<file path="config.mk">
export PLATFORM = sky130hd
export DESIGN_NAME = program_loader_flat
export DESIGN_NICKNAME = d
export VERILOG_FILES = /design/src/rtl/program_loader_if.sv /design/src/rtl/program_loader.sv /design/src/flat_wrapper.sv
export SDC_FILE = /design/constraint.sdc
export NUM_CORES = 1
export LEC_CHECK = 0
export ABC_AREA = 1
export CORE_MARGIN = 1.5
export CORE_UTILIZATION = 57
export CTS_CLUSTER_SIZE = 10
export DETAILED_ROUTE_END_ITERATION = 10
export PLACE_DENSITY = 0.86
export SLEW_MARGIN = 20
export SYNTH_ARGS = -nofsm -noshare
export SYNTH_HDL_FRONTEND = slang
export SYNTH_SLANG_ARGS = --single-unit
</file>
<file path="constraint.sdc">
create_clock -name clk -period 2.9 [get_ports clk]
set_input_delay 0.435 -clock clk [delete_from_list [all_inputs] [get_ports clk]]
set_output_delay 0.435 -clock clk [all_outputs]
set_load 0.02 [all_outputs]
</file>
<file path="src/rtl/program_loader_if.sv">
// rtl/program_loader_if.sv - byte-stream load request and instruction-memory write bundle
interface program_loader_if;
  logic        start;
  logic        byte_valid;
  logic [7:0]  byte_data;
  logic        byte_ready;
  logic        mem_we;
  logic [7:0]  mem_addr;
  logic [31:0] mem_wdata;
  logic        cpu_hold;
  logic        done;
  logic        error;

  modport master (
    output start, byte_valid, byte_data,
    input  byte_ready, mem_we, mem_addr, mem_wdata, cpu_hold, done, error
  );

  modport slave (
    input  start, byte_valid, byte_data,
    output byte_ready, mem_we, mem_addr, mem_wdata, cpu_hold, done, error
  );
endinterface

</file>
<file path="src/rtl/program_loader.sv">
// rtl/program_loader.sv - loads a count-prefixed big-endian word stream into instruction memory
module program_loader #(
  parameter int ADDR_STEP = 4,
  parameter int MAX_WORDS = 64
) (
  input logic            clk,
  input logic            reset,
  program_loader_if.slave bus
);

  localparam logic [2:0] IDLE  = 3'd0;
  localparam logic [2:0] COUNT = 3'd1;
  localparam logic [2:0] BYTES = 3'd2;
  localparam logic [2:0] WRITE = 3'd3;
  localparam logic [2:0] DONE  = 3'd4;

  logic [2:0]  state_q, state_d;
  logic [7:0]  count_q, count_d;
  logic [7:0]  word_idx_q, word_idx_d;
  logic [1:0]  byte_cnt_q, byte_cnt_d;
  logic [31:0] word_q, word_d;
  logic [7:0]  mem_addr_q, mem_addr_d;
  logic [31:0] mem_wdata_q, mem_wdata_d;
  logic        done_q, done_d;
  logic        error_q, error_d;
  logic        accept;
  logic [31:0] word_next;

  assign bus.byte_ready = (state_q == COUNT) || (state_q == BYTES);
  assign bus.mem_we     = (state_q == WRITE);
  assign bus.cpu_hold   = (state_q == COUNT) || (state_q == BYTES) || (state_q == WRITE);
  assign bus.mem_addr   = mem_addr_q;
  assign bus.mem_wdata  = mem_wdata_q;
  assign bus.done       = done_q;
  assign bus.error      = error_q;

  assign accept    = bus.byte_valid && bus.byte_ready;
  assign word_next = {word_q[23:0], bus.byte_data};

  always_comb begin
    state_d     = state_q;
    count_d     = count_q;
    word_idx_d  = word_idx_q;
    byte_cnt_d  = byte_cnt_q;
    word_d      = word_q;
    mem_addr_d  = mem_addr_q;
    mem_wdata_d = mem_wdata_q;
    done_d      = done_q;
    error_d     = error_q;

    case (state_q)
      IDLE, DONE: begin
        if (bus.start) begin
          state_d    = COUNT;
          done_d     = 1'b0;
          error_d    = 1'b0;
          word_idx_d = 8'd0;
          byte_cnt_d = 2'd0;
        end
      end
      COUNT: begin
        if (accept) begin
          count_d = bus.byte_data;
          if (bus.byte_data == 8'd0) begin
            state_d = DONE;
            done_d  = 1'b1;
          end else if (32'(bus.byte_data) > 32'(MAX_WORDS)) begin
            state_d = DONE;
            done_d  = 1'b1;
            error_d = 1'b1;
          end else begin
            state_d = BYTES;
          end
        end
      end
      BYTES: begin
        if (accept) begin
          word_d     = word_next;
          byte_cnt_d = byte_cnt_q + 2'd1;
          // Address and data are registered here so they stay stable through WRITE and after.
          if (byte_cnt_q == 2'd3) begin
            state_d     = WRITE;
            mem_addr_d  = 8'(32'(word_idx_q) * ADDR_STEP);
            mem_wdata_d = word_next;
          end
        end
      end
      WRITE: begin
        word_idx_d = word_idx_q + 8'd1;
        if ((word_idx_q + 8'd1) < count_q) begin
          state_d = BYTES;
        end else begin
          state_d = DONE;
          done_d  = 1'b1;
        end
      end
      default: state_d = IDLE;
    endcase
  end

  always_ff @(posedge clk) begin
    if (reset) begin
      state_q     <= IDLE;
      count_q     <= 8'd0;
      word_idx_q  <= 8'd0;
      byte_cnt_q  <= 2'd0;
      word_q      <= 32'd0;
      mem_addr_q  <= 8'd0;
      mem_wdata_q <= 32'd0;
      done_q      <= 1'b0;
      error_q     <= 1'b0;
    end else begin
      state_q     <= state_d;
      count_q     <= count_d;
      word_idx_q  <= word_idx_d;
      byte_cnt_q  <= byte_cnt_d;
      word_q      <= word_d;
      mem_addr_q  <= mem_addr_d;
      mem_wdata_q <= mem_wdata_d;
      done_q      <= done_d;
      error_q     <= error_d;
    end
  end

endmodule

</file>
<file path="src/flat_wrapper.sv">
// flat-port wrapper written by rule: the top's interface ports become plain ports
module program_loader_flat 
#(
  parameter int ADDR_STEP = 4,
  parameter int MAX_WORDS = 64
)
  (clk, reset, bus_start, bus_byte_valid, bus_byte_data, bus_byte_ready, bus_mem_we, bus_mem_addr, bus_mem_wdata, bus_cpu_hold, bus_done, bus_error);
  program_loader_if bus_i ();
  input logic clk;
  input logic reset;
  input wire logic [$bits(bus_i.start)-1:0] bus_start;
  input wire logic [$bits(bus_i.byte_valid)-1:0] bus_byte_valid;
  input wire logic [$bits(bus_i.byte_data)-1:0] bus_byte_data;
  output wire logic [$bits(bus_i.byte_ready)-1:0] bus_byte_ready;
  output wire logic [$bits(bus_i.mem_we)-1:0] bus_mem_we;
  output wire logic [$bits(bus_i.mem_addr)-1:0] bus_mem_addr;
  output wire logic [$bits(bus_i.mem_wdata)-1:0] bus_mem_wdata;
  output wire logic [$bits(bus_i.cpu_hold)-1:0] bus_cpu_hold;
  output wire logic [$bits(bus_i.done)-1:0] bus_done;
  output wire logic [$bits(bus_i.error)-1:0] bus_error;
  assign bus_i.start = bus_start;
  assign bus_i.byte_valid = bus_byte_valid;
  assign bus_i.byte_data = bus_byte_data;
  assign bus_byte_ready = bus_i.byte_ready;
  assign bus_mem_we = bus_i.mem_we;
  assign bus_mem_addr = bus_i.mem_addr;
  assign bus_mem_wdata = bus_i.mem_wdata;
  assign bus_cpu_hold = bus_i.cpu_hold;
  assign bus_done = bus_i.done;
  assign bus_error = bus_i.error;
  program_loader #(.ADDR_STEP(ADDR_STEP), .MAX_WORDS(MAX_WORDS)) u_core (.clk(clk), .reset(reset), .bus(bus_i));
endmodule
</file>
==> flow_summary.toml <==
[timing]
skew_ns = 0.00818
setup_viol = 0
period_needed_ns = 2.22
fin_setup_tns_ns = 0
slew_headroom = 0.580
fmax_mhz = 451
hold_violations = 0
worstMarginPinSlew_ns = 0.628
final.period_utilization = 0.764
setup_slack_ns = 0.684
maxSlewViolCount = 0
rsz0062_at_grt = "false"

[final_layout]
layout-drive-gt1-share = 0.0804
antenna-diode-count = 0
synthToLayoutAreaGrowth_pct = 20.3
final_nets = 501
fillCellCount = 467

[min_path]
min_path_type = "flip-flop to flip-flop"
hold_start = "u_core.bus.done"

[clock_network]
clk_pin_slew_ns = 0.09
tritoncts = "yes"
cts.hold.buffers_added = 0
clk_path_buf_depth = 2
cts.sinks = 85
post_cts_buffers = 0
root_buffer = "clkbuf_8"
cts_resized = 0
worstSkewPairLatency_ns = 0.36
cts_inserted_buffers = 9
h-tree-depth = 3

[floorplan]
rows = 28
ioPinCount = 57
dieHeight_um = 81.2
core-area_um2 = 5920
initial_core_util = 0.588
die_w_um = 81.2
dieArea_um2 = 6590

[worst_setup_path]
cp_cell_sequence = "inv_2, nand2_1, nor2_1, buf_4, clkdlybuf4s50_1"
worstPathRequired_ns = 2.47
critPathMaxFanout = 12
path_class = "flip-flop to output port"
cp-start-kind = "flip-flop"
cpPeakStageDelay_ns = 0.62
crit_family = "buffers and inverters"
crit_slowest_cell = "clkdlybuf4s50_1"
crit_start = "u_core.state_q[2]"
crit_buf_inv = 3
worstReg2RegStart = "u_core.word_idx_q[0]"
worst_ep_arrival_time_ns = 1.78
end_kind = "output port"

[detailed_routing]
detail-route-antenna-nets = 0
drt-total-wl_mm = 7.75
dr.pass1.iters = 5
via_per_inst = 5.41
drc = 0
wl_per_cell_um = 13.8
drt_iter0_markers = 176
vias = 3027

[placed_design]
place_hpwl_mm = 5.20
place_ws_ns = 0.671
portBuffers = 54
gp_congestion = 0.846

[grt]
grt_pass1_vias = 2718
track_usage = 0.247
grt_max_degree = 75
grt-ovfl-total = 0
grt_pass1_wl_mm = 12.4
antenna_found_initial = 0

[synth]
synth_commonest_cells = "dfxtp_1, a21oi_1, o21ai_0"
synth.most_common_cell = "dfxtp_1"
syn_area_um2 = 3480
synthDistinctLibCells = 33
synth_top_cell_by_area = "dfxtp_1"
synth-compound-area-share = 0.226
yosys.area_share.simple = 0.136
synthCells = 435
yosys.area.top_type_share = 0.489
synth_area_leaders = "dfxtp_1, a21oi_1, o21ai_0"
async_flop_share = 0
avgSynthCellArea_um2 = 8.00
synth-xor-area-share = 0.0101
ys_seq_elements = 85
synthAdderAreaFrac = 0.0323
yosysWarningCount = 0
muxShareOfSynthArea = 0
ys_seq_area_frac = 0.489
synth_top_family_by_area = "compound AO/OA/AOI/OAI gates"
synth-edff-count = 0
synth_ff_type = "dfxtp_1"

[power_and_ir_drop]
power_density_nw_per_um2 = 578
p_leak_uw = 0.00172
max-vdd-ir-drop_mv = 0.417

[flow_run]
drv_cap = 0

[status]
outcome = "completed"
==> power breakdown <==
group	switching [uW]	total (uW)	internal, uW	leakage (uW)
logic	221	351	129	0.000941
registers	31.4	1250	1220	0.000687
clock network	426	822	396	0.0000923
==> cell usage in the layout (no fill, tap or decap), types with 2 or more instances in the layout <==
cell	count
clkinv_2	2
clkbuf_8	9
xor2_1	3
a21oi_1	72
dfxtp_1	85
nand3_1	7
nor2_4	5
conb_1	2
inv_2	3
o21ai_1	6
clkdlybuf4s50_1	54
nor2_2	2
o21ai_0	69
nor3_1	2
a21oi_2	4
ha_1	9
inv_1	51
buf_4	5
nor2_1	34
clkinvlp_4	2
nand2_1	44
==> per-stage QoR <==
step	utilization	total power [uW]	hold slack (ns)	cells	area [um2]
finish	0.708	2420	0.456	560	4190
global route	0.708	2530	0.488	560	4190
CTS	0.708	2430	0.459	560	4190
detailed placement	0.675	1620	0.447	544	4000
global placement	0.675	1610	0.440	544	4000
floorplan	-	1520	0.441	436	3490
==> final timing paths <==
kind                                           to  slack [ns]  depth (start not counted)
worst min-delay path              u_core.bus.done        0.46                          2
worst max-delay path                   bus_mem_we        0.68                          5
worst max register to register  u_core.state_q[1]        0.78                         13
worst min register to register    u_core.bus.done        0.46                          2
==> state kept, by name, summed over array words and instances (netlist names) <==
| signal | flops |
|---|---|
| u_core.bus.mem_wdata | 32 |
| u_core.word_q | 24 |
| u_core.count_q | 8 |
| u_core.word_idx_q | 8 |
| u_core.bus.mem_addr | 6 |
| u_core.state_q | 3 |
| u_core.byte_cnt_q | 2 |
| u_core.bus.done | 1 |
| u_core.bus.error | 1 |
==> layer usage <==
metal / GRT usage / up-vias / part of all wire
met5: 0 / - / 0
met4: 0.128 / 0 / 0.024
met3: 0.0382 / 21 / 0.057
met2: 0.400 / 119 / 0.47
met1: 0.317 / 1385 / 0.45
li1: - / 1502 / -
==> cell families (layout without fill, tap and decap cells) <==
logic type      count (synthesis)  in the layout
buf+inv                        81            130
simple gates                  102            102
xor+xnor                        4              4
compound gates                153            153
other cells                     1              2
flops                          85             85
fa+ha+maj                       9              9
==> worst register-to-register path, delay by kind of cell, from the launching register on <==
| family | cells | cell delay, ns |
|---|---|---|
| compound gates | 3 | 0.42 |
| fa+ha+maj | 1 | 0.29 |
| flops | 1 | 0.42 |
| simple gates | 9 | 0.93 |
==> layout make-up <==
type                       count  area [um2]  area share
timing repair buffer          59         578       0.138
clock inverter                 6        63.8      0.0152
clock buffer                  10         128      0.0305
multi-input combinational    270        1420       0.338
sequential                    85        1700       0.406
inverter                      55         206      0.0493
tap                           75        93.8      0.0224
Power figures use the tool's default switching activity.
==> patch: new RTL, same settings <==
Make the reset (`reset`) asynchronous in one clocked block.
--- a/src/rtl/program_loader.sv
+++ b/src/rtl/program_loader.sv
@@ -99,5 +99,5 @@
   end
 
-  always_ff @(posedge clk) begin
+  always_ff @(posedge clk or posedge reset) begin
     if (reset) begin
       state_q     <= IDLE;
Behaviour: differs if reset is asserted again (counterexample within 4 cycles, from zero or initial values and one cycle with reset high); with reset held inactive, the same outputs for 10 cycles.
==> patch against the original RTL <==
- utilization grew 2.5 points
- routed wire length is 6.7% lower
- sequential cell count stayed put
- synthesized area up 3.4%
- synthesized cell count decreased by 9.9%
- worst setup slack got worse by 260 ps
- cell area grew 5.4%
- via count decreased by 9.3%
- count of clock-buffer cells in the layout shrank 1
- die area up 3.3%
- worst hold slack better by 32 ps
- non-clock buffer count is 1 lower
- register-to-register slack lost 150 ps
- critical endpoint unchanged
- largest cell class unchanged
Power is not compared: it rests on default switching activity, and its combinational part moved more than twofold at a synthesized area within 25%.
==> patch: results (changes against the original RTL) <==
ys flop type: sky130_fd_sc_hd__dfrtp_1
worst hold margin: 487 ps (+31.7 ps)
static power due to leakage: 0.00219 µW
global-route usage over all layers: 23.8% (-0.85 points)
dominant cells by area after synthesis: sky130_fd_sc_hd__dfrtp_1 (59%), sky130_fd_sc_hd__nand2_1 (11%), sky130_fd_sc_hd__o21ai_0 (9.9%)
global-route met3 utilization: 5.49% (+1.7 points)
area fraction in compound gates after synthesis: 11.4% (-11 points)
share of the clock period used by the worst path after layout: 85.4% (+9.0 points)
placer congestion estimate: 0.852 (+0.69%)
sequential share of the synthesized area: 59.0% (+10 points)
headroom to the max-slew limit: 47.2% (-11 points)
DR WL/cell: 13.7 µm (-0.88%)
instance area after placement: 4210 µm² (+5.3%)
first-pass GRT wire length: 12,000 µm (-3.1%)
fraction of synthesized area in multiplexers: 2.50% (+2.5 points)
Gates resized, CTS repair: 0 (unchanged)
number of clock buffers inserted by TritonCTS: 9 (unchanged)
average size of a mapped cell: 9.19 µm² (+15%)
via/cell ratio: 5.21 (-3.6%)
half-perimeter wire length after detailed placement: 4810 µm (-7.5%)
fraction of layout instances using a drive strength above 1: 7.30% (-0.74 points)
DR WL met3: 378 µm (-15%)
number of distinct library cells after synthesis: 21 (-36%)
hold path endpoint: u_core.word_q[16]$_DFFE_PP0P_
RR Endpoint: u_core.bus.done$_DFFE_PP0P_
number of cells on the worst hold path: 2 (unchanged)
reg-to-reg slack, setup: 630 ps (-150 ps)
pre-CTS WS: 741 ps (+70.3 ps)
critical path fanouts, max: 7 (-5)
largest net degree at the start of global routing: 69 (-8.0%)
fraction of synthesized cell area in xor and xnor cells: 0.729% (-0.28 points)
critical path capture point: bus_mem_we
worst r2r src: u_core.word_idx_q[2]$_DFFE_PP0P_
most common library cells after synthesis: sky130_fd_sc_hd__nand2_1 (102), sky130_fd_sc_hd__dfrtp_1 (85), sky130_fd_sc_hd__o21ai_0 (71)
drt first-iter violations: 181 (+2.8%)
FILL cells: 429 (-8.1%)
final core utilization: 73.3% (+2.5 points)
start point of the worst hold path: u_core.word_q[16]$_DFFE_PP0P_
CP max stage delay: 640 ps (+20 ps)
adder and majority gate portion of the synthesized area: 3.13% (-0.11 points)
count of antenna diodes in the layout: 0 (unchanged)
fraction of met2 tracks used by global routing: 37.1% (-2.9 points)
fraction of registers with async set or reset after synthesis: 100% (+100 points)
setup skew after layout: 11.6 ps (+3.43 ps)
wire length on met2: 3450 µm (-4.7%)
number of placed cells counting well taps: 511 (-6.1%)
top routing layer used: met4
number of global-route vias before repair: 2,601 (-4.3%)
sum of routed wire segments on met1: 3280 µm (-6.1%)
critical path startpoint: u_core.state_q[2]$_DFFE_PP0P_
Critical Path AT: 2040 ps (+260 ps)
Pre-Repair DR Iteration Count: 4 (-1)
Routed WL: 7230 µm (-6.7%)
run status: complete, no violations
routing usage on met1: 32.5% (+0.83 points)
IR Drop Worst-Case VDD: 0.000602 V
net count reported at finish: 468 (-6.6%)
Power Combinational: 1040 µW
-- patch: cell count changes after synthesis, moves of 4 or more --
cell / change
sky130_fd_sc_hd__inv_1: +9
sky130_fd_sc_hd__mux2_2: +8
sky130_fd_sc_hd__nor2_1: -23
sky130_fd_sc_hd__a21oi_2: -4
sky130_fd_sc_hd__nor2_4: -5
sky130_fd_sc_hd__dfrtp_1: +85
sky130_fd_sc_hd__o21ai_1: -6
sky130_fd_sc_hd__buf_4: -4
sky130_fd_sc_hd__buf_2: -6
sky130_fd_sc_hd__dfxtp_1: -85
sky130_fd_sc_hd__a21oi_1: -66
sky130_fd_sc_hd__nand2_1: +58
sky130_fd_sc_hd__clkbuf_1: +4
-- patch: cell type report --
cell class | instances | share of cell area (%)
clock inverter | 7 | 1.81
timing repair buffer | 58 | 13.2
multi-input combinational | 233 | 26.7
clock buffer | 9 | 2.81
tap | 75 | 2.13
inverter | 60 | 5.13
sequential | 85 | 48.2
